**src/rtl/axis_dvp_pkg.sv**
```systemverilog
// Shared types and constants for the AXI4-Stream to DVP output path.
package axis_dvp_pkg;

  localparam int CNT_W = 12;

  typedef enum logic [2:0] {
    WAIT_SOF,
    VSYNC,
    VBACK,
    ACTIVE,
    HBLANK,
    VFRONT
  } dvp_state_t;

endpackage

```
**src/rtl/axis_to_dvp_if.sv**
```systemverilog
// Stream input and DVP output bundle of axis_to_dvp; slave is the converter side.
interface axis_to_dvp_if #(
  parameter int DATA_WIDTH = 10
);

  logic [DATA_WIDTH-1:0] s_axis_tdata;
  logic                  s_axis_tvalid;
  logic                  s_axis_tready;
  logic                  s_axis_tuser;
  logic                  s_axis_tlast;
  logic [DATA_WIDTH-1:0] data_out;
  logic                  href;
  logic                  vsync;

  modport slave (
    input  s_axis_tdata, s_axis_tvalid, s_axis_tuser, s_axis_tlast,
    output s_axis_tready, data_out, href, vsync
  );

  modport master (
    output s_axis_tdata, s_axis_tvalid, s_axis_tuser, s_axis_tlast,
    input  s_axis_tready, data_out, href, vsync
  );

endinterface

```
**src/rtl/dvp_timing_gen.sv**
```systemverilog
// Free-running DVP line/frame timing: owns the counters and frame FSM and
// publishes per-cycle slot strobes for the stream-side logic.
module dvp_timing_gen
  import axis_dvp_pkg::*;
#(
  parameter int IMG_WIDTH     = 640,
  parameter int IMG_HEIGHT    = 480,
  parameter int H_BLANK       = 160,
  parameter int VSYNC_LINES   = 3,
  parameter int V_BACK_LINES  = 17,
  parameter int V_FRONT_LINES = 10
) (
  input  logic i_clk,
  input  logic i_reset,
  input  logic i_sofAvail,
  output logic o_waitSof,
  output logic o_vsyncSlot,
  output logic o_active,
  output logic o_firstPixel,
  output logic o_lastPixel,
  output logic o_frameEnd
);

  localparam logic [CNT_W-1:0] LINE_LAST = CNT_W'(IMG_WIDTH + H_BLANK - 1);
  localparam logic [CNT_W-1:0] PIX_LAST  = CNT_W'(IMG_WIDTH - 1);
  localparam logic [CNT_W-1:0] ROW_LAST  = CNT_W'(IMG_HEIGHT - 1);
  localparam logic [CNT_W-1:0] VS_LAST   = CNT_W'(VSYNC_LINES - 1);
  localparam logic [CNT_W-1:0] VB_LAST   = CNT_W'(V_BACK_LINES - 1);
  localparam logic [CNT_W-1:0] VF_LAST   = CNT_W'(V_FRONT_LINES - 1);

  dvp_state_t       r_state, w_stateNext;
  logic [CNT_W-1:0] r_hCnt, w_hCntNext;
  logic [CNT_W-1:0] r_vCnt, w_vCntNext;
  logic             w_lineEnd;

  assign w_lineEnd = (r_hCnt == LINE_LAST);

  always_ff @(posedge i_clk) begin
    if (i_reset) begin
      r_state <= WAIT_SOF;
      r_hCnt  <= '0;
      r_vCnt  <= '0;
    end else begin
      r_state <= w_stateNext;
      r_hCnt  <= w_hCntNext;
      r_vCnt  <= w_vCntNext;
    end
  end

  // h_cnt runs across ACTIVE and HBLANK so both share one line period
  always_comb begin
    w_stateNext = r_state;
    w_hCntNext  = r_hCnt + 1'b1;
    w_vCntNext  = r_vCnt;
    case (r_state)
      WAIT_SOF: begin
        w_hCntNext = '0;
        w_vCntNext = '0;
        if (i_sofAvail) w_stateNext = VSYNC;
      end
      VSYNC: begin
        if (w_lineEnd) begin
          w_hCntNext = '0;
          if (r_vCnt == VS_LAST) begin
            w_vCntNext  = '0;
            w_stateNext = VBACK;
          end else begin
            w_vCntNext = r_vCnt + 1'b1;
          end
        end
      end
      VBACK: begin
        if (w_lineEnd) begin
          w_hCntNext = '0;
          if (r_vCnt == VB_LAST) begin
            w_vCntNext  = '0;
            w_stateNext = ACTIVE;
          end else begin
            w_vCntNext = r_vCnt + 1'b1;
          end
        end
      end
      ACTIVE: begin
        if (r_hCnt == PIX_LAST) w_stateNext = HBLANK;
      end
      HBLANK: begin
        if (w_lineEnd) begin
          w_hCntNext = '0;
          if (r_vCnt < ROW_LAST) begin
            w_vCntNext  = r_vCnt + 1'b1;
            w_stateNext = ACTIVE;
          end else begin
            w_vCntNext  = '0;
            w_stateNext = VFRONT;
          end
        end
      end
      VFRONT: begin
        if (w_lineEnd) begin
          w_hCntNext = '0;
          if (r_vCnt == VF_LAST) begin
            w_vCntNext  = '0;
            w_stateNext = i_sofAvail ? VSYNC : WAIT_SOF;
          end else begin
            w_vCntNext = r_vCnt + 1'b1;
          end
        end
      end
      default: begin
        w_stateNext = WAIT_SOF;
        w_hCntNext  = '0;
        w_vCntNext  = '0;
      end
    endcase
  end

  assign o_waitSof    = (r_state == WAIT_SOF);
  assign o_vsyncSlot  = (r_state == VSYNC);
  assign o_active     = (r_state == ACTIVE);
  assign o_firstPixel = o_active && (r_hCnt == '0) && (r_vCnt == '0);
  assign o_lastPixel  = o_active && (r_hCnt == PIX_LAST);
  assign o_frameEnd   = (r_state == VFRONT) && w_lineEnd && (r_vCnt == VF_LAST);

endmodule

```
**src/rtl/axis_to_dvp.sv**
```systemverilog
// AXI4-Stream video to DVP parallel video: stream handshake, registered pixel
// output and stream/timing mismatch reporting around dvp_timing_gen.
module axis_to_dvp
  import axis_dvp_pkg::*;
#(
  parameter int DATA_WIDTH    = 10,
  parameter int IMG_WIDTH     = 640,
  parameter int IMG_HEIGHT    = 480,
  parameter int H_BLANK       = 160,
  parameter int VSYNC_LINES   = 3,
  parameter int V_BACK_LINES  = 17,
  parameter int V_FRONT_LINES = 10
) (
  input  logic         piexl_clk,
  input  logic         reset,
  axis_to_dvp_if.slave bus,
  output logic         err_underflow,
  output logic         err_eol,
  output logic         err_sof
);

  logic w_waitSof, w_vsyncSlot, w_active, w_firstPixel, w_lastPixel, w_frameEnd;
  logic w_sofAvail, w_midSof, w_tready, w_accept, w_vsyncEntry;

  logic [DATA_WIDTH-1:0] r_data;
  logic r_href, r_vsync, r_errUnder, r_errEol, r_errSof, r_abort;

  dvp_timing_gen #(
    .IMG_WIDTH    (IMG_WIDTH),
    .IMG_HEIGHT   (IMG_HEIGHT),
    .H_BLANK      (H_BLANK),
    .VSYNC_LINES  (VSYNC_LINES),
    .V_BACK_LINES (V_BACK_LINES),
    .V_FRONT_LINES(V_FRONT_LINES)
  ) u_timing (
    .i_clk       (piexl_clk),
    .i_reset     (reset),
    .i_sofAvail  (w_sofAvail),
    .o_waitSof   (w_waitSof),
    .o_vsyncSlot (w_vsyncSlot),
    .o_active    (w_active),
    .o_firstPixel(w_firstPixel),
    .o_lastPixel (w_lastPixel),
    .o_frameEnd  (w_frameEnd)
  );

  assign w_sofAvail   = bus.s_axis_tvalid & bus.s_axis_tuser;
  assign w_midSof     = w_active & ~r_abort & w_sofAvail & ~w_firstPixel;
  assign w_vsyncEntry = w_sofAvail & (w_waitSof | w_frameEnd);

  // A mid-frame SOF beat is held back so it can open the next frame
  always_comb begin
    w_tready = 1'b0;
    if (reset) begin
      w_tready = 1'b0;
    end else if (w_waitSof) begin
      w_tready = bus.s_axis_tvalid & ~bus.s_axis_tuser;
    end else if (w_active) begin
      w_tready = ~r_abort & ~w_midSof;
    end
  end

  assign w_accept          = w_active & w_tready & bus.s_axis_tvalid;
  assign bus.s_axis_tready = w_tready;

  always_ff @(posedge piexl_clk) begin
    if (reset) begin
      r_data     <= '0;
      r_href     <= 1'b0;
      r_vsync    <= 1'b0;
      r_errUnder <= 1'b0;
      r_errEol   <= 1'b0;
      r_errSof   <= 1'b0;
      r_abort    <= 1'b0;
    end else begin
      r_data     <= w_accept ? bus.s_axis_tdata : '0;
      r_href     <= w_active;
      r_vsync    <= w_vsyncSlot;
      r_errUnder <= w_active & w_tready & ~bus.s_axis_tvalid;
      r_errEol   <= w_accept & (bus.s_axis_tlast != w_lastPixel);
      r_errSof   <= w_midSof;
      if (w_vsyncEntry) r_abort <= 1'b0;
      else if (w_midSof) r_abort <= 1'b1;
    end
  end

  assign bus.data_out  = r_data;
  assign bus.href      = r_href;
  assign bus.vsync     = r_vsync;
  assign err_underflow = r_errUnder;
  assign err_eol       = r_errEol;
  assign err_sof       = r_errSof;

endmodule
```
**src/flat_wrapper.sv**
```systemverilog
// flat-port wrapper written by rule: the top's interface ports become plain ports
module axis_to_dvp_flat import axis_dvp_pkg::*;
#(
  parameter int DATA_WIDTH    = 10,
  parameter int IMG_WIDTH     = 640,
  parameter int IMG_HEIGHT    = 480,
  parameter int H_BLANK       = 160,
  parameter int VSYNC_LINES   = 3,
  parameter int V_BACK_LINES  = 17,
  parameter int V_FRONT_LINES = 10
)
  (piexl_clk, reset, err_underflow, err_eol, err_sof, bus_s_axis_tdata, bus_s_axis_tvalid, bus_s_axis_tuser, bus_s_axis_tlast, bus_s_axis_tready, bus_data_out, bus_href, bus_vsync);
  axis_to_dvp_if #(.DATA_WIDTH(DATA_WIDTH)) bus_i ();
  input  logic piexl_clk;
  input  logic reset;
  output logic err_underflow;
  output logic err_eol;
  output logic err_sof;
  input wire logic [$bits(bus_i.s_axis_tdata)-1:0] bus_s_axis_tdata;
  input wire logic [$bits(bus_i.s_axis_tvalid)-1:0] bus_s_axis_tvalid;
  input wire logic [$bits(bus_i.s_axis_tuser)-1:0] bus_s_axis_tuser;
  input wire logic [$bits(bus_i.s_axis_tlast)-1:0] bus_s_axis_tlast;
  output wire logic [$bits(bus_i.s_axis_tready)-1:0] bus_s_axis_tready;
  output wire logic [$bits(bus_i.data_out)-1:0] bus_data_out;
  output wire logic [$bits(bus_i.href)-1:0] bus_href;
  output wire logic [$bits(bus_i.vsync)-1:0] bus_vsync;
  assign bus_i.s_axis_tdata = bus_s_axis_tdata;
  assign bus_i.s_axis_tvalid = bus_s_axis_tvalid;
  assign bus_i.s_axis_tuser = bus_s_axis_tuser;
  assign bus_i.s_axis_tlast = bus_s_axis_tlast;
  assign bus_s_axis_tready = bus_i.s_axis_tready;
  assign bus_data_out = bus_i.data_out;
  assign bus_href = bus_i.href;
  assign bus_vsync = bus_i.vsync;
  axis_to_dvp #(.DATA_WIDTH(DATA_WIDTH), .IMG_WIDTH(IMG_WIDTH), .IMG_HEIGHT(IMG_HEIGHT), .H_BLANK(H_BLANK), .VSYNC_LINES(VSYNC_LINES), .V_BACK_LINES(V_BACK_LINES), .V_FRONT_LINES(V_FRONT_LINES)) u_core (.piexl_clk(piexl_clk), .reset(reset), .bus(bus_i), .err_underflow(err_underflow), .err_eol(err_eol), .err_sof(err_sof));
endmodule
```
**config.mk**
```make
export PLATFORM = sky130hd
export DESIGN_NAME = axis_to_dvp_flat
export DESIGN_NICKNAME = d
export VERILOG_FILES = /design/src/rtl/axis_dvp_pkg.sv /design/src/rtl/axis_to_dvp_if.sv /design/src/rtl/dvp_timing_gen.sv /design/src/rtl/axis_to_dvp.sv /design/src/flat_wrapper.sv
export SDC_FILE = /design/constraint.sdc
export NUM_CORES = 1
export LEC_CHECK = 0
export BUFFER_PORTS_ARGS = -buffer_cell sky130_fd_sc_hd__buf_2
export CORE_ASPECT_RATIO = 1.2
export CORE_MARGIN = 1.5
export CORE_UTILIZATION = 55
export CTS_CLUSTER_DIAMETER = 200
export CTS_CLUSTER_SIZE = 30
export DETAILED_ROUTE_END_ITERATION = 7
export MAX_ROUTING_LAYER = met4
export PLACE_DENSITY_LB_ADDON = 0.05
export SLEW_MARGIN = 20
export SYNTH_ARGS = -nofsm -noshare
export SYNTH_HDL_FRONTEND = slang
export SYNTH_SLANG_ARGS = --single-unit
export TNS_END_PERCENT = 20
```
**constraint.sdc**
```tcl
create_clock -name piexl_clk -period 2.61 [get_ports piexl_clk]
set_input_delay 0.522 -clock piexl_clk [delete_from_list [all_inputs] [get_ports piexl_clk]]
set_output_delay 0.522 -clock piexl_clk [all_outputs]
set_load 0.01 [all_outputs]
```
# Word level (Yosys, flattened, before mapping)
# Index checks and enable logic that the tools add are counted.
# op_classes
mux	26
eq_ne	20
n_reduce_logical	13
bitwise	19
n_addsub	2
n_lt_le_gt_ge	1
# op_table
op	n
$mux 12	9
$pmux 12 s5	1
$mux 3	10
$add 12x1->12 const B	2
$eq 12x10->1 const B	2
$logic_not 12->1	2
$pmux 12 s2	1
$pmux 3 s6	1
$ne 2x2->1 const B	8
$eq 12x2->1 const B	1
$eq 12x4->1 const B	1
$eq 12x5->1 const B	1
$lt 12x9->1 const B	1
$and 1x1->1	11
$reduce_and 9->1	1
$not 1->1	7
$eq 3x2->1 const B	2
$eq 3x3->1 const B	2
$logic_and 1x1->1	5
$reduce_and 5->1	1
$mux 1	4
$reduce_or 2->1	2
$reduce_or 4->1	1
$eq 3x1->1 const B	1
4 further kinds	4
# word_totals
input_bits	15
out_inout_bits	16
register_bits	43
word_cells	91

# Logic depth before layout (Yosys ltp)
# Gate-level depths: netlist of the first run.
# logic_depth
word_depth	14
depth_mapped	9
depth_no_buf	8

# Cells and area by module
# Synthesis of the first run repeated with hierarchy kept, for this count alone.
# unflattened
cells_unflattened	247
hier_area_um2	2275.9
# modules_own_cells
mod	n_inst	seq_area_each_um2	area_each_um2	cells_each
dvp_timing_gen	1	540.5	1661.6	198
axis_to_dvp	1	320.3	614.3	49

# Worst setup path before layout of the first run
# Ideal clock, no wire load.
# synth_timing
path_type	reg-to-output
from	reg u_core.u_timing.r_vCnt[5]
to	out bus_s_axis_tready
stages_incl_launch_ff	6
t_arrival_ps	1679
t_required_ps	2088
path_buffers	0
slack_ps	409
path_cell_list	dfxtp_1 or4_4 nor4_4 nand4_1 nor2b_1 o22ai_1
# synth_via
elab_chain_len	9
# synth_rtl
item	line	source
start: declaration	dvp_timing_gen.sv:33	logic [CNT_W-1:0] r_vCnt, w_vCntNext;
start signal: assignment	dvp_timing_gen.sv:46	r_vCnt <= w_vCntNext;
$logic_not 12->1	dvp_timing_gen.sv:120	assign o_firstPixel = o_active && (r_hCnt == '0) && (r_vCnt == '0);
$logic_and 1x1->1	dvp_timing_gen.sv:120	
$not 1->1	axis_to_dvp.sv:48	assign w_midSof = w_active & ~r_abort & w_sofAvail & ~w_firstPixel;
$and 1x1->1	axis_to_dvp.sv:48	
$not 1->1	axis_to_dvp.sv:59	w_tready = ~r_abort & ~w_midSof;
$and 1x1->1	axis_to_dvp.sv:59	
$mux 1	axis_to_dvp.sv:58	end else if (w_active) begin
$mux 1	axis_to_dvp.sv:56	end else if (w_waitSof) begin
$mux 1	axis_to_dvp.sv:54	if (reset) begin
end: declaration	flat_wrapper.sv:23	output wire logic [$bits(bus_i.s_axis_tready)-1:0] bus_s_axis_tready;
# No other way between the ends.

# Final worst setup path of the first run
# layout_timing
from	reg u_core.u_timing.r_vCnt[8]
to	out bus_s_axis_tready
# Same word-level chain as after synthesis.

==> metrics, run 1 <==
Critical R2R Launch=u_core.u_timing.r_hCnt[0]; Post-Route Setup TNS=0 ns; worst slew pin tran=0.551 ns; final setup vio count=0; die height=just over 70 um; Placement Cell Area=2350 um2; data arrival time at the worst-slack endpoint=2.08 ns; Slew HR=63.0%; Gate Count Post-Synth=236; fraction of layout cells with a size suffix above 1=27.1%; EDFF count, synth=0; Seq/Total Area, Yosys=39.2%; Synth Area in XOR/XNOR=6.78%; Filler Cell Count=350; Layout Cells excl Fill=about 330; Routed Wire Length=4520 um; Post-Synth Simple-Gate Area=between 20% and 30%; Clock Skew=0.00415 ns; post-route setup slack=between 0.005 and 0.006 ns; status=complete, no violations; number of diodes=0; Clock Latency Late Sink=just under 0.3 ns; starting density of the core=59.0%; vias=1812; min-delay worst type=in2reg; Util after Layout=approximately two thirds; hold_buf cts=0; Crit path max-delay family=simple AND/OR/NAND/NOR gates; DIE AREA=4380 um2; RSZ-0062 raised after global routing=yes; Total GRT Usage=21.9%; first drt pass iteration count=4; Ys Warns=0; Site Rows=24; final net count=294; DRT antenna net count=0; Worst Setup EP=bus_s_axis_tready; largest net degree at the start of global routing=17; Max VDD drop=approximately 0.35 mV; IO Pins=31; top cell type by total area after synthesis=dfxtp_1; Core ar.=3720 um2; area of the multi-input gates=1210 um2; Yosys reg bits=43; power density cells=526 nW/um2; post-synth top area share=39.2%; FF+latch area=866 um2; Die Span X=a little over 60 um; Wirelength per Cell=roughly 14 um; post-synthesis compound-gate area fraction=13.8%; post-synth net total=257; count of final max-slew check failures=0; initial antenna violation count=0; post-detail-place hpwl=3190 um; asr flop ratio synth=0%; CP Cell Sequence=or4_4 > nor4_4 > nand4_1 > nor2b_4 > o22ai_1 > buf_2; I/O Buffers=30; gp weighted congestion=0.881; R2R Path End=u_core.u_timing.r_vCnt[2]; Clock transition at path regs=0.08 ns; placed cells=about 310; crit path launch type=flop; Pwr Total=1.32 mW; Critical Path Fanout Max=3; Final period util=99.8%; Setup WS pre-CTS=0.209 ns; CP bufs+invs=1; Max Cap Viol=0; total CTS buffers=5; fin crit period=2.60 ns; CTS tree=built; hold_ws=0.421 ns; area grow syn2layout=14.1%; CTS root buffer=clkbuf_8; Crit-path slowest cell=or4_4; Fin. Hold Viols=0; cell depth of the worst flop-to-flop path=7; crit end category=output port; vias per inst=5.58; CP Depth=6; Residual DRC=0; FMAX=0.384 GHz; R2R Setup Slk=between 0.3 and 0.4 ns; ys flop type=dfxtp_1; vias in the first global route=~1600; global-route wire length before repair=7080 um; CP peak stage delay=between 0.5 and 0.6 ns; Syn Area/Cell=9.30 um2; Critical path origin=u_core.u_timing.r_vCnt[8]; Worst Path Required=2.09 ns; H-tree levels=2; Post-Synth Adder-Cell Area=3.42%; main combinational cell family by area after synthesis=simple AND/OR/NAND/NOR gates; Mapped Area=about 2200 um2; WS Path Type=reg2out; Initial DRC Count=101; Final Cell Area=2510 um2; Leak=around 1.0 nW; clk sinks=43; Area contributors post-synth=dfxtp_1 (39%), xor2_1 (6.0%), nor2_1 (4.6%); Remaining Overflow, GRT=0; mux share of post-synthesis cell area=1.37%; Clock Path Buffers=2; library cells used by synthesis=62
[final cells by class]
class | count | share of cell area, %
Inverter | 7 | 1.05
Timing Repair Buffer | 41 | 9.29
Multi-Input combinational cell | 175 | 48.3
Clock buffer | 5 | 2.75
Sequential cell | 43 | 34.5
Clock inverter | 2 | 1.50
Tap cell | 52 | 2.60
[report_power, final]
part / internal [mW] / switching [mW] / total, mW
clock: 0.279 / 0.220 / 0.499
sequential: 0.662 / 0.0142 / 0.676
combinational: 0.0538 / 0.0887 / 0.142
[worst min path at each step]
stage | end | slack (ns) | cells after the start | from
detailed placement | u_core.u_timing.r_hCnt[0] | 0.47 | 1 | u_core.u_timing.r_hCnt[0]
finish | u_core.bus.data_out[8] | 0.42 | 2 | bus_s_axis_tdata[8]
global placement | u_core.u_timing.r_hCnt[0] | 0.46 | 1 | u_core.u_timing.r_hCnt[0]
floorplan | u_core.u_timing.r_vCnt[11] | 0.44 | 2 | u_core.u_timing.r_vCnt[11]
CTS | u_core.bus.data_out[6] | 0.42 | 2 | bus_s_axis_tdata[6]
global route | u_core.bus.data_out[8] | 0.42 | 2 | bus_s_axis_tdata[8]
[synth_stat cells, types with 2 or more instances]
library cell	number
o21ai_0	7
mux2i_1	3
a31oi_1	4
nor3_1	5
a21oi_1	5
inv_1	7
nor4b_1	2
nand3_1	14
or3_1	3
nand4_1	5
nor2b_1	2
o211ai_1	2
and3_1	4
buf_6	4
xor2_1	15
buf_2	2
nand2_1	13
nand3b_1	2
and2_1	14
and4b_1	2
nor2_1	27
or2b_2	2
dfxtp_1	43
a41o_2	2
xnor2_1	2
clkbuf_1	2
o2111ai_1	3
ha_1	6
[cells by family (layout without fill, tap and decap cells)]
kind of cell,count (synthesis),after routing
fa+ha+maj,6,6
simple gates,110,110
buf+inv,18,55
flops,43,43
xor+xnor,17,17
compound gates,39,39
mux,3,3
[what timing repair did]
action / in CTS / in global routing
pin swaps: 2 / 4
buffers inserted: 1 / 3
resized for setup: 1 / 6
setup endpoints to repair: 1 / 1
[per-layer routing]
| metal | wire, um | part of all wire [%] | global-route usage [%] | vias to the layer above |
|---|---|---|---|---|
| li1 | - | - | - | 907 |
| met1 | 2080 | 46 | 26.6 | 852 |
| met2 | 2190 | 48 | 35.2 | 43 |
| met3 | 162 | 3.6 | 5.35 | 10 |
| met4 | 88 | 1.9 | 7.25 | 0 |
| met5 | 0 | 0 | - | - |
[flip-flops by register name (all words and copies together), names as in the netlist]
signal and cells:
u_core.u_timing.r_state 3, u_core.err_eol 1, u_core.u_timing.r_hCnt 12, u_core.bus.data_out 10
u_core.err_underflow 1, u_core.bus.href 1, u_core.err_sof 1, u_core.u_timing.r_vCnt 12
u_core.r_abort 1, u_core.bus.vsync 1
[cells in the final DEF, fill, tap and decap left out, types with 3 or more instances in the layout]
cell type and count:
a31oi_1 4, dfxtp_1 41, ha_1 6, inv_1 7, o2111ai_1 3, clkbuf_8 5, buf_4 11, a21oi_1 5
or3_1 3, nand3_1 14, and3_1 4, o21ai_0 7, xor2_1 15, buf_2 30, nand2_1 13, nor3_1 5
and2_1 14, nor2_1 27, mux2i_1 3, nand4_1 5
Power figures use the tool's default switching activity.
==> run 2, diff against run 1 <==
==> constraint.sdc (replaced) <==
create_clock -name piexl_clk -period 3.3 [get_ports piexl_clk]
set_input_delay 0.66 -clock piexl_clk [delete_from_list [all_inputs] [get_ports piexl_clk]]
set_output_delay 0.66 -clock piexl_clk [all_outputs]
set_load 0.01 [all_outputs]
==> metrics, run 2 (same netlist as run 1, synthesis figures left out) <==
status=complete, no violations; CTS tree=built; RSZ-0062 raised after global routing=no; Total GRT Usage=22.2% (+0.30 points); global-route wire length before repair=7310 um (+3.3%); cell depth of the worst flop-to-flop path=6 (-1); area grow syn2layout=11.1%; Post-Route Setup TNS=0 ns (unchanged); total CTS buffers=5 (unchanged); crit end category=output port; most frequent cells in the layout=dfxtp_1 (43), buf_2 (30), nor2_1 (27), xor2_1 (15); first drt pass iteration count=4 (unchanged); min-delay src=u_core.u_timing.r_hCnt[0]; Clock Path Buffers=2 (unchanged); I/O Buffers=30 (unchanged); Critical Path Fanout Max=5 (+2); CP bufs+invs=1 (unchanged); FMAX=0.353 GHz; final net count=284 (-3.4%); Max Cap Viol=0 (unchanged); Clock transition at path regs=0.09 ns (about the same); DIE AREA=4380 um2 (unchanged); R2R Setup Slk=0.97 ns (+0.63 ns); R2R Path End=u_core.u_timing.r_vCnt[1]; clk sinks=43 (unchanged); crit path launch type=flop; grt met1 use=28.6% (+2.0 points); Resized Gates After CTS=0 (-1); Core ar.=3720 um2 (unchanged); CP peak stage delay=0.56 ns (about the same); met3 GRT Util=4.63% (-0.71 points); Clock Skew=0.00924 ns (+0.00509 ns); Leak=1.00 nW (-4.3%); GR met2 Demand/Resource=33.2% (-2.0 points); post-detail-place hpwl=3010 um (-5.6%); Clock Latency Late Sink=0.29 ns (about the same); Residual DRC=0 (unchanged); H-tree levels=2 (unchanged); power density cells=463 nW/um2 (-12%); area of the multi-input gates=1190 um2 (-1.4%); WHS Path Cells=1 (-1); fin crit period=2.83 ns; largest net degree at the start of global routing=17 (unchanged); hold_ws=0.478 ns (+0.0579 ns); Max VDD drop=0.417 mV (+20%); CTS root buffer=clkbuf_8; gp weighted congestion=0.883 (+0.26%); worst slew pin tran=0.582 ns (+0.0312 ns); Wirelength per Cell=13.1 um (-5.8%); Slew HR=61.0% (-2.0 points); WS Path Type=reg2out; Final period util=85.9%; fraction of layout cells with a size suffix above 1=23.1% (-4.0 points); Critical R2R Launch=u_core.u_timing.r_hCnt[0]; Initial DRC Count=113 (+12%); Remaining Overflow, GRT=0 (unchanged); Hold Crit Endpoint=u_core.u_timing.r_hCnt[0]; FF+latch area=861 um2 (-0.58%); DRT antenna net count=0 (unchanged); Worst Path Required=2.64 ns (+0.55 ns); busiest layer in global routing=met2; final setup vio count=0 (unchanged); vias in the first global route=1627 (+0.43%); starting density of the core=59.0% (unchanged); Die Span X=60.7 um (unchanged); most common cell after layout, fill and taps aside=dfxtp_1; Site Rows=24 (unchanged); hold_buf cts=0 (unchanged); number of diodes=0 (unchanged); Post-CTS Setup Inserts=0 (-1); Routed Wire Length=4140 um (-8.4%); IO Pins=31 (unchanged); initial antenna violation count=0 (unchanged); vias per inst=5.44 (-2.4%); min-delay worst type=reg2reg; Fin. Hold Viols=0 (unchanged); Crit path max-delay family=simple AND/OR/NAND/NOR gates; Filler Cell Count=335 (-4.3%); die height=72.2 um (unchanged); data arrival time at the worst-slack endpoint=2.17 ns (+0.09 ns); vias=1720 (-5.1%); CP Cell Sequence=or4_4 > nor4_4 > nand4_1 > nor2b_1 > o22ai_1 > buf_2; Crit-path slowest cell=or4_4; count of final max-slew check failures=0 (unchanged); Pwr Total=1.13 mW (-14%)
[run 2: changes by cell type in the layout (fill, tap and decap cells not counted)]
| cell | previous run | this run |
|---|---|---|
| bufinv_16 | 1 | 2 |
| nor2b_4 | 1 | 0 |
| dfxtp_4 | 1 | 0 |
| buf_4 | 11 | 1 |
| or3_4 | 1 | 0 |
| dfxtp_2 | 1 | 0 |
| nor4b_1 | 1 | 2 |
| dfxtp_1 | 41 | 43 |
| or3_2 | 0 | 1 |
| nor4b_2 | 1 | 0 |
| nor2b_1 | 1 | 2 |
[run 2: worst max-delay path by stage]
stage,startpoint,to,slack [ns],cells after the start
6_report,u_core.u_timing.r_vCnt[5],bus_s_axis_tready,0.47,6
5_1_grt,u_core.u_timing.r_vCnt[5],bus_s_axis_tready,0.31,6
4_1_cts,u_core.u_timing.r_vCnt[5],bus_s_axis_tready,0.44,6
3_5_place_dp,u_core.u_timing.r_vCnt[5],bus_s_axis_tready,0.78,6
3_3_place_gp,u_core.u_timing.r_vCnt[5],bus_s_axis_tready,0.80,6
2_1_floorplan,u_core.u_timing.r_vCnt[5],bus_s_axis_tready,0.96,5
[run 2: cell type report]
| type | count | share of cell area [%] |
|---|---|---|
| clock buffers | 5 | 2.82 |
| clock inverters | 3 | 2.77 |
| flip-flops and latches | 43 | 35.3 |
| inverters | 7 | 1.08 |
| well taps | 52 | 2.67 |
| repair buffers | 31 | 6.46 |
| multi-input cells | 175 | 48.9 |
[run 2: power breakdown]
group | switching [mW] | internal (mW)
Clock | 0.184 | 0.302
Combinational | 0.0669 | 0.0399
Sequential | 0.0109 | 0.524
Total | 0.262 | 0.866
[run 2: per-layer routing]
metal	wire length, um	share of wire (%)
met5	0	0
met4	102	2.5
met3	132	3.2
met2	2010	49
met1	1890	46
[run 2: worst reg2reg max path: cells and delay by family, from the launching register on]
family                   cells  cell delay, ns
adder cells (fa/ha/maj)      1            0.22
AO/OA/AOI/OAI                2            0.59
AND/OR/NAND/NOR              3            1.02
flip-flops                   1            0.39
[run 2: metrics by stage]
step	worst slack, ns	area (um2)	cells	utilization [%]
2_1_floorplan	0.961	2200	236	-
3_3_place_gp	0.797	2300	308	61.8
3_5_place_dp	0.775	2300	308	61.8
4_1_cts	0.442	2440	316	65.5
5_1_grt	0.308	2440	316	65.5
6_report	0.465	2440	316	65.5
